--- config.mk ---
export PLATFORM = sky130hd
export DESIGN_NAME = hasti_arbiter_flat
export DESIGN_NICKNAME = d
export VERILOG_FILES = /design/src/rtl/hasti_arbiter_pkg.sv /design/src/rtl/hasti_arbiter_if.sv /design/src/rtl/hasti_arb_hold.sv /design/src/rtl/hasti_arbiter.sv /design/src/flat_wrapper.sv
export SDC_FILE = /design/constraint.sdc
export NUM_CORES = 1
export LEC_CHECK = 0
export BUFFER_PORTS_ARGS = -buffer_cell sky130_fd_sc_hd__buf_4
export CAP_MARGIN = 20
export CORE_AREA = 3 3 129 131
export CTS_CLUSTER_SIZE = 24
export DETAILED_ROUTE_END_ITERATION = 10
export DIE_AREA = 0 0 132 134
export PLACE_DENSITY = 0.72
export SYNTH_ARGS = -nofsm -noshare
export SYNTH_HDL_FRONTEND = slang
export SYNTH_HIERARCHICAL = 1
export SYNTH_SLANG_ARGS = --single-unit
export TNS_END_PERCENT = 5
--- constraint.sdc ---
create_clock -name hclk -period 11.55 [get_ports hclk]
set_input_delay 2.31 -clock hclk [delete_from_list [all_inputs] [get_ports hclk]]
set_output_delay 2.31 -clock hclk [all_outputs]
set_load 0.03 [all_outputs]
--- src/rtl/hasti_arbiter_pkg.sv ---
// Shared HASTI encodings, widths and arbiter types used by the bus interfaces,
// the holding register and the two-master arbiter.
package hasti_arbiter_pkg;

    localparam int HASTI_ADDR_W  = 32;
    localparam int HASTI_DATA_W  = 32;
    localparam int HASTI_TRANS_W = 2;
    localparam int HASTI_SIZE_W  = 3;
    localparam int HASTI_BURST_W = 3;
    localparam int HASTI_PROT_W  = 4;
    localparam int HASTI_RESP_W  = 1;

    typedef enum logic [HASTI_TRANS_W-1:0] {
        HTRANS_IDLE   = 2'b00,
        HTRANS_BUSY   = 2'b01,
        HTRANS_NONSEQ = 2'b10,
        HTRANS_SEQ    = 2'b11
    } htrans_e;

    typedef enum logic [HASTI_RESP_W-1:0] {
        HRESP_OKAY  = 1'b0,
        HRESP_ERROR = 1'b1
    } hresp_e;

    typedef enum logic [1:0] {
        OWN_NONE = 2'd0,
        OWN_M0   = 2'd1,
        OWN_M1   = 2'd2
    } owner_e;

    typedef struct packed {
        logic [HASTI_ADDR_W-1:0]  haddr;
        logic                     hwrite;
        logic [HASTI_SIZE_W-1:0]  hsize;
        logic [HASTI_BURST_W-1:0] hburst;
        logic [HASTI_PROT_W-1:0]  hprot;
        logic [HASTI_TRANS_W-1:0] htrans;
        logic                     hmastlock;
    } addr_phase_t;

    function automatic owner_e idx_owner(input int idx);
        return (idx == 0) ? OWN_M0 : OWN_M1;
    endfunction

endpackage

--- src/rtl/hasti_arbiter_if.sv ---
// HASTI master-side and slave-side bus bundles; "slave" modport of the master
// bundle and "master" modport of the slave bundle are the arbiter's views.
interface if_hasti_master_io;
    import hasti_arbiter_pkg::*;

    logic [HASTI_ADDR_W-1:0]  haddr;
    logic                     hwrite;
    logic [HASTI_SIZE_W-1:0]  hsize;
    logic [HASTI_BURST_W-1:0] hburst;
    logic [HASTI_PROT_W-1:0]  hprot;
    logic [HASTI_TRANS_W-1:0] htrans;
    logic                     hmastlock;
    logic [HASTI_DATA_W-1:0]  hwdata;
    logic [HASTI_DATA_W-1:0]  hrdata;
    logic                     hready;
    logic [HASTI_RESP_W-1:0]  hresp;

    modport master (
        output haddr, hwrite, hsize, hburst, hprot, htrans, hmastlock, hwdata,
        input  hrdata, hready, hresp
    );

    modport slave (
        input  haddr, hwrite, hsize, hburst, hprot, htrans, hmastlock, hwdata,
        output hrdata, hready, hresp
    );
endinterface

interface if_hasti_slave_io;
    import hasti_arbiter_pkg::*;

    logic [HASTI_ADDR_W-1:0]  haddr;
    logic                     hwrite;
    logic [HASTI_SIZE_W-1:0]  hsize;
    logic [HASTI_BURST_W-1:0] hburst;
    logic [HASTI_PROT_W-1:0]  hprot;
    logic [HASTI_TRANS_W-1:0] htrans;
    logic                     hmastlock;
    logic [HASTI_DATA_W-1:0]  hwdata;
    logic [HASTI_DATA_W-1:0]  hrdata;
    logic                     hready;
    logic [HASTI_RESP_W-1:0]  hresp;

    modport master (
        output haddr, hwrite, hsize, hburst, hprot, htrans, hmastlock, hwdata,
        input  hrdata, hready, hresp
    );

    modport slave (
        input  haddr, hwrite, hsize, hburst, hprot, htrans, hmastlock, hwdata,
        output hrdata, hready, hresp
    );
endinterface

--- src/rtl/hasti_arb_hold.sv ---
// Holds one master's address phase that lost arbitration, until it is granted.
module hasti_arb_hold
    import hasti_arbiter_pkg::*;
(
    input  logic        i_clk,
    input  logic        i_rst,
    input  logic        i_capture,
    input  logic        i_clear,
    input  addr_phase_t i_phase,
    output logic        o_pend,
    output addr_phase_t o_phase
);

    logic        r_pend;
    addr_phase_t r_phase;

    always_ff @(posedge i_clk or posedge i_rst) begin
        if (i_rst) begin
            r_pend <= 1'b0;
        end else if (i_capture) begin
            r_pend <= 1'b1;
        end else if (i_clear) begin
            r_pend <= 1'b0;
        end
    end

    // Payload is only meaningful while r_pend is set, so it carries no reset.
    always_ff @(posedge i_clk) begin
        if (i_capture) begin
            r_phase <= i_phase;
        end
    end

    assign o_pend  = r_pend;
    assign o_phase = r_phase;

endmodule

--- src/rtl/hasti_arbiter.sv ---
// Two-master HASTI arbiter: fixed (m1 over m0) or round-robin grant onto one
// shared slave, with per-master holding registers, bus lock and ERROR forwarding.
module hasti_arbiter
    import hasti_arbiter_pkg::*;
#(
    parameter int ROUND_ROBIN = 0
) (
    input  logic             hclk,
    input  logic             reset,
    if_hasti_master_io.slave m0,
    if_hasti_master_io.slave m1,
    if_hasti_slave_io.master s
);

    owner_e      r_dp_owner;
    owner_e      w_dp_owner_nxt;
    owner_e      r_rr_last;
    owner_e      r_lock_owner;
    logic        r_lock;

    addr_phase_t w_live [2];
    addr_phase_t w_held [2];
    addr_phase_t w_src  [2];
    addr_phase_t w_sel;
    logic [1:0]  w_pend;
    logic [1:0]  w_live_req;
    logic [1:0]  w_req;
    logic [1:0]  w_elig;
    logic [1:0]  w_capture;
    logic [1:0]  w_clear;
    logic [1:0]  w_mhready;
    logic [1:0]  w_mhresp;
    owner_e      w_grant;
    logic        w_grant_acc;
    logic        w_err_first;

    assign w_live[0] = '{haddr: m0.haddr, hwrite: m0.hwrite, hsize: m0.hsize,
                         hburst: m0.hburst, hprot: m0.hprot, htrans: m0.htrans,
                         hmastlock: m0.hmastlock};
    assign w_live[1] = '{haddr: m1.haddr, hwrite: m1.hwrite, hsize: m1.hsize,
                         hburst: m1.hburst, hprot: m1.hprot, htrans: m1.htrans,
                         hmastlock: m1.hmastlock};

    hasti_arb_hold u_hold0 (
        .i_clk     (hclk),
        .i_rst     (reset),
        .i_capture (w_capture[0]),
        .i_clear   (w_clear[0]),
        .i_phase   (w_live[0]),
        .o_pend    (w_pend[0]),
        .o_phase   (w_held[0])
    );

    hasti_arb_hold u_hold1 (
        .i_clk     (hclk),
        .i_rst     (reset),
        .i_capture (w_capture[1]),
        .i_clear   (w_clear[1]),
        .i_phase   (w_live[1]),
        .o_pend    (w_pend[1]),
        .o_phase   (w_held[1])
    );

    // Request sources and eligibility; lock and first ERROR cycle mask requests.
    always_comb begin
        w_err_first = (s.hresp == HRESP_ERROR) && !s.hready;
        for (int i = 0; i < 2; i++) begin
            w_live_req[i] = w_live[i].htrans[1] && w_mhready[i];
            w_req[i]      = w_pend[i] || w_live_req[i];
            w_src[i]      = w_pend[i] ? w_held[i] : w_live[i];
            w_elig[i]     = w_req[i] && !reset
                            && !(r_lock && (r_lock_owner != idx_owner(i)))
                            && !(w_err_first && w_pend[i] && (r_dp_owner != idx_owner(i)));
        end
    end

    always_comb begin
        w_grant = OWN_NONE;
        if (w_elig[0] && w_elig[1]) begin
            if ((ROUND_ROBIN != 0) && (r_rr_last == OWN_M1)) begin
                w_grant = OWN_M0;
            end else begin
                w_grant = OWN_M1;
            end
        end else if (w_elig[1]) begin
            w_grant = OWN_M1;
        end else if (w_elig[0]) begin
            w_grant = OWN_M0;
        end
        w_grant_acc = s.hready && (w_grant != OWN_NONE);
        for (int i = 0; i < 2; i++) begin
            w_clear[i]   = w_grant_acc && (w_grant == idx_owner(i));
            w_capture[i] = w_live_req[i] && !reset && !w_clear[i];
        end
    end

    assign w_sel       = (w_grant == OWN_M1) ? w_src[1] : w_src[0];
    assign s.haddr     = w_sel.haddr;
    assign s.hwrite    = w_sel.hwrite;
    assign s.hsize     = w_sel.hsize;
    assign s.hburst    = w_sel.hburst;
    assign s.hprot     = w_sel.hprot;
    assign s.htrans    = (w_grant == OWN_NONE) ? HTRANS_IDLE : w_sel.htrans;
    assign s.hmastlock = (w_grant == OWN_NONE) ? 1'b0 : w_sel.hmastlock;

    // Data-phase owner: state register, next-state, and per-master outputs.
    always_ff @(posedge hclk or posedge reset) begin
        if (reset) begin
            r_dp_owner <= OWN_NONE;
        end else begin
            r_dp_owner <= w_dp_owner_nxt;
        end
    end

    always_comb begin
        w_dp_owner_nxt = r_dp_owner;
        if (s.hready) begin
            w_dp_owner_nxt = w_grant;
        end
    end

    always_comb begin
        for (int i = 0; i < 2; i++) begin
            if (r_dp_owner == idx_owner(i)) begin
                w_mhready[i] = s.hready;
                w_mhresp[i]  = s.hresp;
            end else begin
                w_mhready[i] = !w_pend[i];
                w_mhresp[i]  = HRESP_OKAY;
            end
        end
    end

    assign m0.hready = w_mhready[0];
    assign m1.hready = w_mhready[1];
    assign m0.hresp  = w_mhresp[0];
    assign m1.hresp  = w_mhresp[1];
    assign m0.hrdata = s.hrdata;
    assign m1.hrdata = s.hrdata;
    assign s.hwdata  = (r_dp_owner == OWN_M1) ? m1.hwdata : m0.hwdata;

    // Round-robin history and lock follow accepted grants only.
    always_ff @(posedge hclk or posedge reset) begin
        if (reset) begin
            r_rr_last    <= OWN_M0;
            r_lock       <= 1'b0;
            r_lock_owner <= OWN_NONE;
        end else if (w_grant_acc) begin
            r_rr_last    <= w_grant;
            r_lock       <= w_sel.hmastlock;
            r_lock_owner <= w_grant;
        end
    end

endmodule

--- src/flat_wrapper.sv ---
// flat-port wrapper written by rule: the top's interface ports become plain ports
module hasti_arbiter_flat import hasti_arbiter_pkg::*;
#(
    parameter int ROUND_ROBIN = 0
)
  (hclk, reset, m0_haddr, m0_hwrite, m0_hsize, m0_hburst, m0_hprot, m0_htrans, m0_hmastlock, m0_hwdata, m0_hrdata, m0_hready, m0_hresp, m1_haddr, m1_hwrite, m1_hsize, m1_hburst, m1_hprot, m1_htrans, m1_hmastlock, m1_hwdata, m1_hrdata, m1_hready, m1_hresp, s_haddr, s_hwrite, s_hsize, s_hburst, s_hprot, s_htrans, s_hmastlock, s_hwdata, s_hrdata, s_hready, s_hresp);
  if_hasti_master_io m0_i ();
  if_hasti_master_io m1_i ();
  if_hasti_slave_io s_i ();
  input  logic hclk;
  input  logic reset;
  input wire logic [$bits(m0_i.haddr)-1:0] m0_haddr;
  input wire logic [$bits(m0_i.hwrite)-1:0] m0_hwrite;
  input wire logic [$bits(m0_i.hsize)-1:0] m0_hsize;
  input wire logic [$bits(m0_i.hburst)-1:0] m0_hburst;
  input wire logic [$bits(m0_i.hprot)-1:0] m0_hprot;
  input wire logic [$bits(m0_i.htrans)-1:0] m0_htrans;
  input wire logic [$bits(m0_i.hmastlock)-1:0] m0_hmastlock;
  input wire logic [$bits(m0_i.hwdata)-1:0] m0_hwdata;
  output wire logic [$bits(m0_i.hrdata)-1:0] m0_hrdata;
  output wire logic [$bits(m0_i.hready)-1:0] m0_hready;
  output wire logic [$bits(m0_i.hresp)-1:0] m0_hresp;
  input wire logic [$bits(m1_i.haddr)-1:0] m1_haddr;
  input wire logic [$bits(m1_i.hwrite)-1:0] m1_hwrite;
  input wire logic [$bits(m1_i.hsize)-1:0] m1_hsize;
  input wire logic [$bits(m1_i.hburst)-1:0] m1_hburst;
  input wire logic [$bits(m1_i.hprot)-1:0] m1_hprot;
  input wire logic [$bits(m1_i.htrans)-1:0] m1_htrans;
  input wire logic [$bits(m1_i.hmastlock)-1:0] m1_hmastlock;
  input wire logic [$bits(m1_i.hwdata)-1:0] m1_hwdata;
  output wire logic [$bits(m1_i.hrdata)-1:0] m1_hrdata;
  output wire logic [$bits(m1_i.hready)-1:0] m1_hready;
  output wire logic [$bits(m1_i.hresp)-1:0] m1_hresp;
  output wire logic [$bits(s_i.haddr)-1:0] s_haddr;
  output wire logic [$bits(s_i.hwrite)-1:0] s_hwrite;
  output wire logic [$bits(s_i.hsize)-1:0] s_hsize;
  output wire logic [$bits(s_i.hburst)-1:0] s_hburst;
  output wire logic [$bits(s_i.hprot)-1:0] s_hprot;
  output wire logic [$bits(s_i.htrans)-1:0] s_htrans;
  output wire logic [$bits(s_i.hmastlock)-1:0] s_hmastlock;
  output wire logic [$bits(s_i.hwdata)-1:0] s_hwdata;
  input wire logic [$bits(s_i.hrdata)-1:0] s_hrdata;
  input wire logic [$bits(s_i.hready)-1:0] s_hready;
  input wire logic [$bits(s_i.hresp)-1:0] s_hresp;
  assign m0_i.haddr = m0_haddr;
  assign m0_i.hwrite = m0_hwrite;
  assign m0_i.hsize = m0_hsize;
  assign m0_i.hburst = m0_hburst;
  assign m0_i.hprot = m0_hprot;
  assign m0_i.htrans = m0_htrans;
  assign m0_i.hmastlock = m0_hmastlock;
  assign m0_i.hwdata = m0_hwdata;
  assign m0_hrdata = m0_i.hrdata;
  assign m0_hready = m0_i.hready;
  assign m0_hresp = m0_i.hresp;
  assign m1_i.haddr = m1_haddr;
  assign m1_i.hwrite = m1_hwrite;
  assign m1_i.hsize = m1_hsize;
  assign m1_i.hburst = m1_hburst;
  assign m1_i.hprot = m1_hprot;
  assign m1_i.htrans = m1_htrans;
  assign m1_i.hmastlock = m1_hmastlock;
  assign m1_i.hwdata = m1_hwdata;
  assign m1_hrdata = m1_i.hrdata;
  assign m1_hready = m1_i.hready;
  assign m1_hresp = m1_i.hresp;
  assign s_haddr = s_i.haddr;
  assign s_hwrite = s_i.hwrite;
  assign s_hsize = s_i.hsize;
  assign s_hburst = s_i.hburst;
  assign s_hprot = s_i.hprot;
  assign s_htrans = s_i.htrans;
  assign s_hmastlock = s_i.hmastlock;
  assign s_hwdata = s_i.hwdata;
  assign s_i.hrdata = s_hrdata;
  assign s_i.hready = s_hready;
  assign s_i.hresp = s_hresp;
  hasti_arbiter #(.ROUND_ROBIN(ROUND_ROBIN)) u_core (.hclk(hclk), .reset(reset), .m0(m0_i), .m1(m1_i), .s(s_i));
endmodule
Yosys cells after proc, flatten, opt, wreduce, memory -nomap -nowiden
Cells that the tools add are included.

word-level totals
  flip-flop bits (word level) = 99
  input bits = 192
  output and inout port bits = 146
  logic and storage cells = 83

operators by class
  equality and inequality tests = 8
  mux-type cells = 17
  reduce and logical (&&, ||, !) cells = 39

operators with widths
  cell                count
  $mux 46             3
  $mux 32             1
  $logic_and 1x1->1   23
  $logic_not 1->1     10
  $mux 1              10
  $mux 2              3
  $reduce_bool 2->1   3
  $eq 2x1->1 const B  2
  $eq 2x2->1 const B  2
  $ne 2x1->1 const B  2
  $ne 2x2->1 const B  2
  $logic_not 2->1     1
  $logic_or 1x1->1    2

Depth between registers and ports, before layout
  depth after elaboration = 16
  mapped depth = 8
  depth with buffers taken out = 5

Modules after synthesis
The synthesis kept the hierarchy.

by module, submodules not included
  module          times used  cells an instance  area each (um^2)  sequential area each (um^2)
  hasti_arbiter   1           343                3121.7            125.1
  hasti_arb_hold  2           50                 1421.4            1406.3

Least setup slack after synthesis
OpenSTA, ideal clock, no wires.

  path kind = input to register
  start point = input port s_hready
  end point = register u_core.u_hold0.r_phase, in the netlist u_core/u_hold0/o_phase[0], enable pin
  library setup time = 568 ps
  arrival time = 7794 ps
  data required time = 10982 ps
  setup slack = 3188 ps
  stages on the path = 4
  buffers on the path = 1
  cell sequence = clkbuf_1 nor2_1 a21oi_1 nor4bb_1

between the ends
  longest elaborated chain between the ends = 14
  elaborated cells on any way between the ends = 31
  classes of those cells = eq/ne: 1; mux: 5; reduce/logical: 25

RTL lines
  item                           RTL line              source
  start, declared                flat_wrapper.sv:43    input wire logic [$bits(s_i.hready)-1:0] s_hready;
  $mux 1 (*)                     hasti_arbiter.sv:124  if (r_dp_owner == idx_owner(i)) begin
  named net m0_hready            flat_wrapper.sv:21    output wire logic [$bits(m0_i.hready)-1:0] m0_hready;
  $logic_and 1x1->1 (*)          hasti_arbiter.sv:68   w_live_req[i] = w_live[i].htrans[1] && w_mhready[i];
  $logic_or 1x1->1               hasti_arbiter.sv:69   w_req[i] = w_pend[i] || w_live_req[i];
  $logic_and 1x1->1              hasti_arbiter.sv:71   w_elig[i] = w_req[i] && !reset
  $logic_and 1x1->1              hasti_arbiter.sv:72   && !(r_lock && (r_lock_owner != idx_owner(i)))
  $logic_and 1x1->1              hasti_arbiter.sv:73   && !(w_err_first && w_pend[i] && (r_dp_owner != idx_owner(i)));
  $mux 1                         hasti_arbiter.sv:87   end else if (w_elig[0]) begin
  $mux 2                         hasti_arbiter.sv:85   end else if (w_elig[1]) begin
  $mux 2                         hasti_arbiter.sv:79   if (w_elig[0] && w_elig[1]) begin
  $reduce_bool 2->1              hasti_arbiter.sv:90   w_grant_acc = s.hready && (w_grant != OWN_NONE);
  $logic_and 1x1->1              hasti_arbiter.sv:90
  $logic_and 1x1->1              hasti_arbiter.sv:92   w_clear[i] = w_grant_acc && (w_grant == idx_owner(i));
  $logic_not 1->1                hasti_arbiter.sv:93   w_capture[i] = w_live_req[i] && !reset && !w_clear[i];
  $logic_and 1x1->1 (*)          hasti_arbiter.sv:93
  named net u_core.w_capture[0]  hasti_arbiter.sv:29   logic [1:0] w_capture;
  end signal, assigned           hasti_arb_hold.sv:30  r_phase <= i_phase;
  end, declared                  hasti_arb_hold.sv:15  addr_phase_t r_phase;

The timed path passes the listed nets; every way through them passes the cells marked *.
A chain may end at the register's enable or synchronous reset.

Final worst setup path
  start point = input port s_hresp
  end point = output port s_hsize[2]

between the ends
  longest elaborated chain between the ends = 10
  elaborated cells on any way between the ends = 15
  classes of those cells = eq/ne: 1; mux: 4; reduce/logical: 10

RTL lines
  item                            RTL line             source
  start, declared                 flat_wrapper.sv:44   input wire logic [$bits(s_i.hresp)-1:0] s_hresp;
  $logic_and 1x1->1 (*)           hasti_arbiter.sv:66  w_err_first = (s.hresp == HRESP_ERROR) && !s.hready;
  $logic_and 1x1->1 (2 in a row)  hasti_arbiter.sv:73
  $logic_not 1->1                 hasti_arbiter.sv:73
  $logic_and 1x1->1               hasti_arbiter.sv:73
  $mux 1                          hasti_arbiter.sv:87
  $mux 2                          hasti_arbiter.sv:85
  $mux 2 (*)                      hasti_arbiter.sv:79
  $eq 2x2->1 (*)                  hasti_arbiter.sv:97  assign w_sel = (w_grant == OWN_M1) ? w_src[1] : w_src[0];
  $mux 46 (*)                     hasti_arbiter.sv:97
  end, declared                   flat_wrapper.sv:36   output wire logic [$bits(s_i.hsize)-1:0] s_hsize;

Every way passes the cells marked *; elsewhere a longest branch is shown, timed or not.

==> results.cfg <==
[placed_design]
place_congestion = 0.900
post_dp_hpwl_mm = 12.0
place.port_buffers = 241

[die]
start_util_pct = 38.0
design.portCount = 338
std_cell_rows = 46
die_ar_um2 = 17700
die-height_um = 134
die_boundary_width_um = 132
design.core.area_um2 = 15700

[logic_synthesis]
synthesis.area_um2 = 5960
synth_top_area_share_pct = 46.3
cell_with_the_most_instances_after_synthesis = sky130_fd_sc_hd__mux2i_1
avgSynthCellArea_um2 = 13.5
ys_seq_elements = 99
synthTopCellsByCount = sky130_fd_sc_hd__mux2i_1, sky130_fd_sc_hd__buf_4, sky130_fd_sc_hd__edfxtp_1
synth-seq-area-share_pct = 49.3
number_of_flops_mapped_to_enable_cells_by_yosys = 92
synth_area_leaders = sky130_fd_sc_hd__edfxtp_1, sky130_fd_sc_hd__mux2i_1, sky130_fd_sc_hd__buf_4, sky130_fd_sc_hd__mux2_2, sky130_fd_sc_hd__dfrtp_1
yosysTopAreaCell = sky130_fd_sc_hd__edfxtp_1
synthDistinctLibCells = 29
synth.net_count = 635
yosys_warnings = 6
asyncSetResetFlopFracSynth_pct = 7.07
synthFlopType = sky130_fd_sc_hd__edfxtp_1
cell_count_after_synthesis = 443

[cts]
cts_hold_buffers = 0
cts_setup_buffers = 0
cts_inserted_buffers = 9
clkTransAtPathRegs_ns = 0.06
post_cts_resize_count = 0
cts_tree = yes
clock-sinks = 99
clk_path_buf_depth = 2
cts.root.buffer_cell = sky130_fd_sc_hd__clkbuf_16
worstSkewPairLatency_ns = 0.34
cts.htree.levels = 3

[global_route]
grt-ovfl-total = 0
grt_antenna_before_repair = 0
first_global_vias = 4170
first_pass_grt_wire_length_mm = 22.8
grtUsageTotal_pct = 17.0
grt_max_degree = 52

[drt]
remaining_drc_errors = 0
drt.antenna.violating_nets = 0
num_vias = 3762
drt-initial-drc-count = 106
routedWlPerCell_um = 19.3
route.detailed.vias_per_inst = 4.74
drtPass1Iterations = 4
routed_wirelength_mm = 15.3

[critical_path]
cp.arrival_ns = 4.44
critical_path.max_fanout = 30
critical_path_class = input pin to output pin
worst-r2r-setup-slack_ns = 8.39
worstPathRequired_ns = 9.24
setup.worst_path.start_class = input pin
setup.worst_path.end_class = output pin

[sta]
skew_ns = 0.00719
finalSetupViolations = 0
fmax_ghz = 0.148
slew_at_the_pin_closest_to_its_max_slew_limit_ns = 0.874
min_period_ns = 6.75
timing.final.crit_share_pct = 58.4
rsz0062_at_grt = false
maxSlewViolCount = 0
totalNegativeSetupSlack_ns = 0
max-slew-margin-rel_pct = 41.8
final_hold_viol_count = 0

[min_path]
hold_class = register to register

[power_and_ir_drop]
leakagePower_nw = 3.51
maximum_vdd_ir_drop_mv = 0.119
power.total_w = 0.00170
power.density_nw_per_um2 = 229

[final_layout]
final_layout_size_suffix_gt1_share_pct = 53.4
syn2layout_area_growth_pct = 24.5
design.final.nets = 764
final_antenna_diode_count = 0

[run_status]
outcome = completed

[flow_run]
max_cap_viol_count = 0
==> flip-flops by register name (all words and copies together) (netlist names) <==
name,cells
u_core/u_hold0/o_phase,46
u_core/u_hold1/o_phase,46
u_core/r_lock_owner,2
u_core/r_lock,1
u_core/u_hold0/o_pend,1
u_core/r_dp_owner,2
u_core/u_hold1/o_pend,1
==> per-layer routing <==
metal | vias up | wire length [um] | track usage [%]
li1 | 1768 | - | -
met1 | 1775 | 5840 | 19.1
met2 | 181 | 7940 | 30.0
met3 | 38 | 1160 | 4.91
met4 | 0 | 387 | 7.47
met5 | - | 0 | 0
==> logic make-up (layout without fill, tap and decap cells) <==
logic type | count (synthesis) | count (layout) | share of synthesized area, %
compound gates | 16 | 16 | 2.24
buf+inv | 136 | 270 | 16.9
flops | 99 | 99 | 49.3
mux | 171 | 171 | 29.5
simple gates | 21 | 21 | 2.10
==> stage by stage <==
step | cells | hold WS (ns) | instance area [um^2] | setup WS [ns] | utilization (%)
2_1_floorplan | 443 | 0.444 | 5960 | 3.19 | -
3_5_place_dp | 777 | 0.494 | 7150 | 4.75 | 45.5
6_report | 793 | 0.513 | 7430 | 4.80 | 47.3
4_1_cts | 793 | 0.509 | 7430 | 4.75 | 47.3
5_1_grt | 793 | 0.536 | 7430 | 4.69 | 47.3
3_3_place_gp | 777 | 0.480 | 7150 | 4.87 | 45.5
==> final cells by class <==
cell class,instances,area (um^2)
timing repair buffer,247,1850
inverter,7,26.3
fill,1443,8290
multi-input combinational,208,2060
clock inverter,7,51.3
tap,216,270
sequential,99,2940
clock buffer,9,225
==> worst max-delay path: stages <==
cell and delay [ns]:
sky130_fd_sc_hd__buf_4 0.09, sky130_fd_sc_hd__nand2_1 0.04, sky130_fd_sc_hd__mux2_4 0.27, sky130_fd_sc_hd__o21ai_4 0.60, sky130_fd_sc_hd__buf_4 0.57, sky130_fd_sc_hd__mux2i_1 0.30
sky130_fd_sc_hd__buf_4 0.20
==> final timing paths <==
check | from | end | depth (start not counted)
max | s_hresp | s_hsize[2] | 7
min | u_core/r_lock_owner[1] | u_core/r_lock_owner[1] | 1
max reg2reg | u_core/u_hold1/o_pend | u_core/u_hold0/o_phase[37] | 6
min reg2reg | u_core/r_lock_owner[1] | u_core/r_lock_owner[1] | 1
max in group asynchronous | reset | u_core/r_lock | 2
min in group asynchronous | reset | u_core/u_hold1/o_pend | 2
==> cells in the final DEF, fill, tap and decap left out, drive strengths merged <==
master	n
nor2	7
inv	10
nand3	1
o21ai	1
nor2b	1
o211a	1
mux2	37
nor4bb	2
clkbuf	9
o21a	1
nand2b	4
edfxtp	92
clkinvlp	2
mux2i	134
a21o	5
or4b	1
dfrtp	7
o211ai	3
buf	247
clkinv	2
a21oi	3
nand2	3
nor3b	1
and2	1
a211oi	2
==> power by group <==
part / internal [W] / switching [W]
clock: 0.000147 / 0.000130
combinational: 0.000391 / 0.000558
sequential: 0.000454 / 0.0000194
total: 0.000992 / 0.000708
No activity file was read; power rests on OpenSTA's default activity.
